[src/rtl/alu_pipeline.sv]
// rtl/alu_pipeline.sv - pipelined N-bit ALU with valid/ready flow control and NZCV flags
// A capture register feeds the compute stage; STAGES-1 further delay stages follow it.
module alu_pipeline #(
  parameter int N      = 4,
  parameter int STAGES = 2
) (
  input  logic         clk,
  input  logic         reset,
  input  logic         in_valid,
  output logic         in_ready,
  input  logic [N-1:0] A,
  input  logic [N-1:0] B,
  input  logic [3:0]   Sel,
  output logic         out_valid,
  input  logic         out_ready,
  output logic [N-1:0] Result,
  output logic [3:0]   flags,
  output logic         div_zero
);

  localparam int SW = $clog2(N);

  localparam logic [3:0] OP_ADD = 4'd0;
  localparam logic [3:0] OP_SUB = 4'd1;
  localparam logic [3:0] OP_MUL = 4'd2;
  localparam logic [3:0] OP_DIV = 4'd3;
  localparam logic [3:0] OP_MOD = 4'd4;
  localparam logic [3:0] OP_AND = 4'd5;
  localparam logic [3:0] OP_OR  = 4'd6;
  localparam logic [3:0] OP_XOR = 4'd7;
  localparam logic [3:0] OP_SHL = 4'd8;
  localparam logic [3:0] OP_SHR = 4'd9;
  localparam logic [3:0] OP_ASR = 4'd10;
  localparam logic [3:0] OP_NOT = 4'd11;
  localparam logic [3:0] OP_PSB = 4'd12;

  logic         advance;
  logic         cap_v;
  logic [N-1:0] cap_a, cap_b;
  logic [3:0]   cap_sel;

  logic [N-1:0]   st_r [STAGES];
  logic [3:0]     st_f [STAGES];
  logic [STAGES-1:0] st_v, st_dz;

  logic [N-1:0]   c_res;
  logic           c_c, c_v, c_dz;
  logic [N:0]     sum, diff, shl_w, shr_w, asr_w;
  logic [2*N-1:0] prod;
  logic [SW-1:0]  amt;

  // Whole pipe moves together; any stall freezes every stage.
  assign advance   = out_ready || !out_valid;
  assign in_ready  = advance;
  assign out_valid = st_v[STAGES-1];
  assign Result    = st_r[STAGES-1];
  assign flags     = st_f[STAGES-1];
  assign div_zero  = st_dz[STAGES-1];

  always_comb begin
    amt   = cap_b[SW-1:0];
    sum   = {1'b0, cap_a} + {1'b0, cap_b};
    diff  = {1'b0, cap_a} - {1'b0, cap_b};
    prod  = {{N{1'b0}}, cap_a} * {{N{1'b0}}, cap_b};
    // Extra bit beyond the operand catches the last bit shifted out.
    shl_w = {1'b0, cap_a} << amt;
    shr_w = {cap_a, 1'b0} >> amt;
    asr_w = $signed({cap_a, 1'b0}) >>> amt;
    c_res = '0;
    c_c   = 1'b0;
    c_v   = 1'b0;
    c_dz  = 1'b0;
    case (cap_sel)
      OP_ADD: begin
        c_res = sum[N-1:0];
        c_c   = sum[N];
        c_v   = (cap_a[N-1] == cap_b[N-1]) && (sum[N-1] != cap_a[N-1]);
      end
      OP_SUB: begin
        c_res = diff[N-1:0];
        c_c   = !diff[N];
        c_v   = (cap_a[N-1] != cap_b[N-1]) && (diff[N-1] != cap_a[N-1]);
      end
      OP_MUL: begin
        c_res = prod[N-1:0];
        c_c   = |prod[2*N-1:N];
      end
      OP_DIV, OP_MOD: begin
        if (cap_b == '0) begin
          c_res = '1;
          c_dz  = 1'b1;
        end else if (cap_sel == OP_DIV) begin
          c_res = cap_a / cap_b;
        end else begin
          c_res = cap_a % cap_b;
        end
      end
      OP_AND: c_res = cap_a & cap_b;
      OP_OR:  c_res = cap_a | cap_b;
      OP_XOR: c_res = cap_a ^ cap_b;
      OP_SHL: begin
        c_res = shl_w[N-1:0];
        c_c   = shl_w[N];
      end
      OP_SHR: begin
        c_res = shr_w[N:1];
        c_c   = shr_w[0];
      end
      OP_ASR: begin
        c_res = asr_w[N:1];
        c_c   = asr_w[0];
      end
      OP_NOT: c_res = ~cap_a;
      OP_PSB: c_res = cap_b;
      default: c_res = '0;
    endcase
  end

  always_ff @(posedge clk) begin
    if (reset) begin
      cap_v   <= 1'b0;
      cap_a   <= '0;
      cap_b   <= '0;
      cap_sel <= '0;
      st_v    <= '0;
      st_dz   <= '0;
      for (int i = 0; i < STAGES; i++) begin
        st_r[i] <= '0;
        st_f[i] <= '0;
      end
    end else if (advance) begin
      cap_v    <= in_valid;
      cap_a    <= A;
      cap_b    <= B;
      cap_sel  <= Sel;
      st_v[0]  <= cap_v;
      st_r[0]  <= c_res;
      st_f[0]  <= {c_res[N-1], c_res == '0, c_c, c_v};
      st_dz[0] <= c_dz;
      for (int i = 1; i < STAGES; i++) begin
        st_v[i]  <= st_v[i-1];
        st_r[i]  <= st_r[i-1];
        st_f[i]  <= st_f[i-1];
        st_dz[i] <= st_dz[i-1];
      end
    end
  end

endmodule

[config.mk]
export PLATFORM = sky130hd
export DESIGN_NAME = alu_pipeline
export DESIGN_NICKNAME = d
export VERILOG_FILES = /design/src/rtl/alu_pipeline.sv
export SDC_FILE = /design/constraint.sdc
export NUM_CORES = 1
export LEC_CHECK = 0
export ABC_AREA = 0
export CAP_MARGIN = 40
export CORE_AREA = 2 2 78 80
export CTS_CLUSTER_DIAMETER = 150
export DETAILED_ROUTE_END_ITERATION = 8
export DIE_AREA = 0 0 80 82
export GPL_ROUTABILITY_DRIVEN = 0
export GPL_TIMING_DRIVEN = 0
export PLACE_DENSITY = 0.83
export SLEW_MARGIN = 10
export SYNTH_ARGS = -nofsm -noshare
export SYNTH_HDL_FRONTEND = slang
export SYNTH_SLANG_ARGS = --single-unit
[constraint.sdc]
create_clock -name clk -period 11 [get_ports clk]
set_clock_uncertainty 0.05 [all_clocks]
set_input_delay 3.3 -clock clk [delete_from_list [all_inputs] [get_ports clk]]
set_output_delay 3.3 -clock clk [all_outputs]
set_load 0.01 [all_outputs]
==> metrics.yaml <==
status: "finished clean"
netlist_instances: 398
rows: 28
die_area_um2: 6560
finalNonFillerCells: 507
power.total_w: 0.000382
numCtsBuffers: 5
via_count: 3165
clock_path_buffers: 2
end_kind: "output pin"
die_x_um: 80
synth_area_um2: 3300
tns_ps: 0
drv_slew: 0
clk_root_buffer_cell: "clkbuf_8"
drt-pass1-iter-count: 6
slowest_stage: "clkdlybuf4s50_1"
drt-initial-drc-count: 350
detail_route.vias_per_cell: 6.24
fp.dieH_um: 82
synth.area.top_cells: "ha_1 (15%), edfxtp_1 (13%), dfxtp_1 (10%)"
synthArstFlopShare_pct: 0
cts_tree: "yes"
drive_above_1_share_pct: 8.56
cts_resized: 0
crit_top_cell: "clkdlybuf4s50_1"
synth_cell_types: 65
layout.nets: 493
critPathRequiredTime_ps: 7650
dpl.cell_count: 499
finalHoldViolCount: 0
synth_seq_cells: 31
drc_errors: 0
use_met1_pct: 33.3
clk_pin_slew_ps: 70
clkSinkCount: 31
ys_warn_count: 0
synth_edf_count: 14
drv_cap: 0
grt_pass1_wl_um: 13900
initial_utilization_pct: 57.5
yosys.area.top_type_share_pct: 14.8
ios: 27
min_period_ps: 8300
ant_nets: 0
rsz0062_at_grt: "no"
fp.coreArea_um2: 5750
ir_drop_mv: 0.0934
power_density_nw_per_um2: 102
power_leakage_nw: 1.56
worstPathArrival_ps: 4950
use_met2_pct: 46.2
htree_levels: 2
syn-num-nets: 460
antenna_found_initial: 0
slowest_delay_ps: 620
worst_slew_pin_slew_ps: 719
grt-busiest-layer: "met2"
met3_usage_pct: 4.62
min_period_over_period_pct: 75.5
insertion_delay_ps: 280
ys.flop_type: "dfxtp_1"
synth_seq_area_share_pct: 23.0
dpl.hpwl_um: 6620
synth_area_leader_cell: "ha_1"
holdBufCountCts: 0
grt_pass1_vias: 3000
cts_post_setup_buffers_inserted: 0
relSlewSlack_pct: 51.6
holdCritPathClass: "reg2reg"
area_growth_pct: 13.2
max_freq_ghz: 0.120
grt_max_degree: 15
portBuffers: 26
setup_viol: 0
drt_wl_total_um: 8770
worstSetupStartpointType: "input port"
grt_remaining_overflow: 0
crit_path_cell_trace: "clkdlybuf4s50_1 -> nor2b_1 -> clkinv_1 -> clkbuf_1 -> clkdlybuf4s50_1"
fillers: 517
grt_use_total_pct: 27.3
syn_avg_cell_area_um2: 8.30
critPathKind: "in2out"
antenna_cells: 0
critical_path.max_fanout: 10
wl_per_cell_um: 17.3
critical path, delay by kind of cell:
family	cells	cell delay, ps
buffers and inverters	4	1600
and+or+nand+nor	1	50
cells in the final DEF (no fill, tap or decap), types with 5 or more instances in the layout:
cell type and count:
nand3b_1 6, nand2b_1 12, and2_1 12, o21ai_0 13
clkbuf_8 7, dfxtp_1 17, edfxtp_1 14, nor3_1 11
a21o_1 5, fa_1 7, nor2b_1 6, nor2_1 29
clkbuf_1 20, ha_1 39, a21oi_1 31, nand2_1 45
nand3_1 11, clkdlybuf4s50_1 26, buf_4 8, inv_1 24
synthesized netlist by cell type, types with 2 or more instances:
master / instances
nand2_1: 45
ha_1: 39
a21oi_1: 31
nor2_1: 29
inv_1: 24
clkbuf_1: 18
dfxtp_1: 17
edfxtp_1: 14
o21ai_0: 13
and2_1: 12
nand2b_1: 12
nand3_1: 11
nor3_1: 11
buf_4: 8
fa_1: 7
nand3b_1: 6
nor2b_1: 6
a21o_1: 5
a211oi_1: 4
mux2_2: 4
mux2i_1: 4
o211ai_1: 4
o31ai_1: 4
a2bb2oi_1: 3
a31oi_1: 3
nand4b_1: 3
nor4_1: 3
o2111ai_1: 3
o21bai_1: 3
or3b_2: 3
xnor2_1: 3
xor2_1: 3
a21boi_0: 2
a22oi_1: 2
a31o_2: 2
and3_1: 2
buf_6: 2
clkbuf_8: 2
mux4_2: 2
nor3b_1: 2
o311ai_0: 2
o32ai_1: 2
cells by family (layout without fill, tap and decap cells):
kind of cell             Yosys count  after routing  synth area share [%]
AND/OR/NAND/NOR                  155            155                  24.6
AO/OA/AOI/OAI                     93             93                  19.1
buffers and inverters             56             90                  8.34
adder cells (fa/ha/maj)           46             46                  19.0
flip-flops                        31             31                  23.0
multiplexers                      11             11                  4.40
XOR/XNOR                           6              6                  1.59
path summary, 6_finish.rpt:
| kind | depth (start not counted) | endpoint | start | slack, ps |
|---|---|---|---|---|
| max | 5 | in_ready | out_ready | 2700 |
| min | 2 | st_dz[1] | st_dz[1] | 410 |
| max reg2reg | 21 | st_f[0][2] | cap_b[0] | 5010 |
| min reg2reg | 2 | st_dz[1] | st_dz[1] | 410 |
sequential cells by signal, indices dropped and copies added (netlist names):
name     flops
st_f         8
cap_v        1
cap_b        4
st_v         2
st_dz        2
cap_sel      4
cap_a        4
st_r         6
through the flow:
stage | hold slack [ps] | setup slack [ps] | util (%) | instance area, um^2
floorplan | 382 | 3790 | - | 3300
global placement | 394 | 2710 | 63.6 | 3660
detailed placement | 395 | 2700 | 63.6 | 3660
CTS | 414 | 2700 | 65.0 | 3740
global route | 431 | 2550 | 65.0 | 3740
finish | 410 | 2700 | 65.0 | 3740
report_power, final:
part | leakage [nW] | switching [W] | total, W | internal [W]
logic | 1.20 | 0.0000890 | 0.000162 | 0.0000726
registers | 0.309 | 0.00000631 | 0.000136 | 0.000130
clock network | 0.0422 | 0.0000404 | 0.0000847 | 0.0000443
total | 1.56 | 0.000136 | 0.000382 | 0.000247
final cells by class:
cell class / instances / area (um^2) / share of cell area [%]
Buffer: 31 / 181 / 4.85
Clock buffer: 7 / 76.3 / 2.04
Clock inverter: 1 / 5.00 / 0.134
Inverter: 25 / 93.8 / 2.51
Multi-Input combinational cell: 311 / 2270 / 60.6
Sequential cell: 31 / 761 / 20.4
Tap cell: 75 / 93.8 / 2.51
Timing Repair Buffer: 26 / 260 / 6.96
metal layers:
layer	part of all wire, %	vias to the layer above
met5	0	-
met3	8.0	56
met2	46	181
met4	5.9	0
li1	-	1476
met1	40	1452
Note: power is estimated with default switching activity, not from simulation.
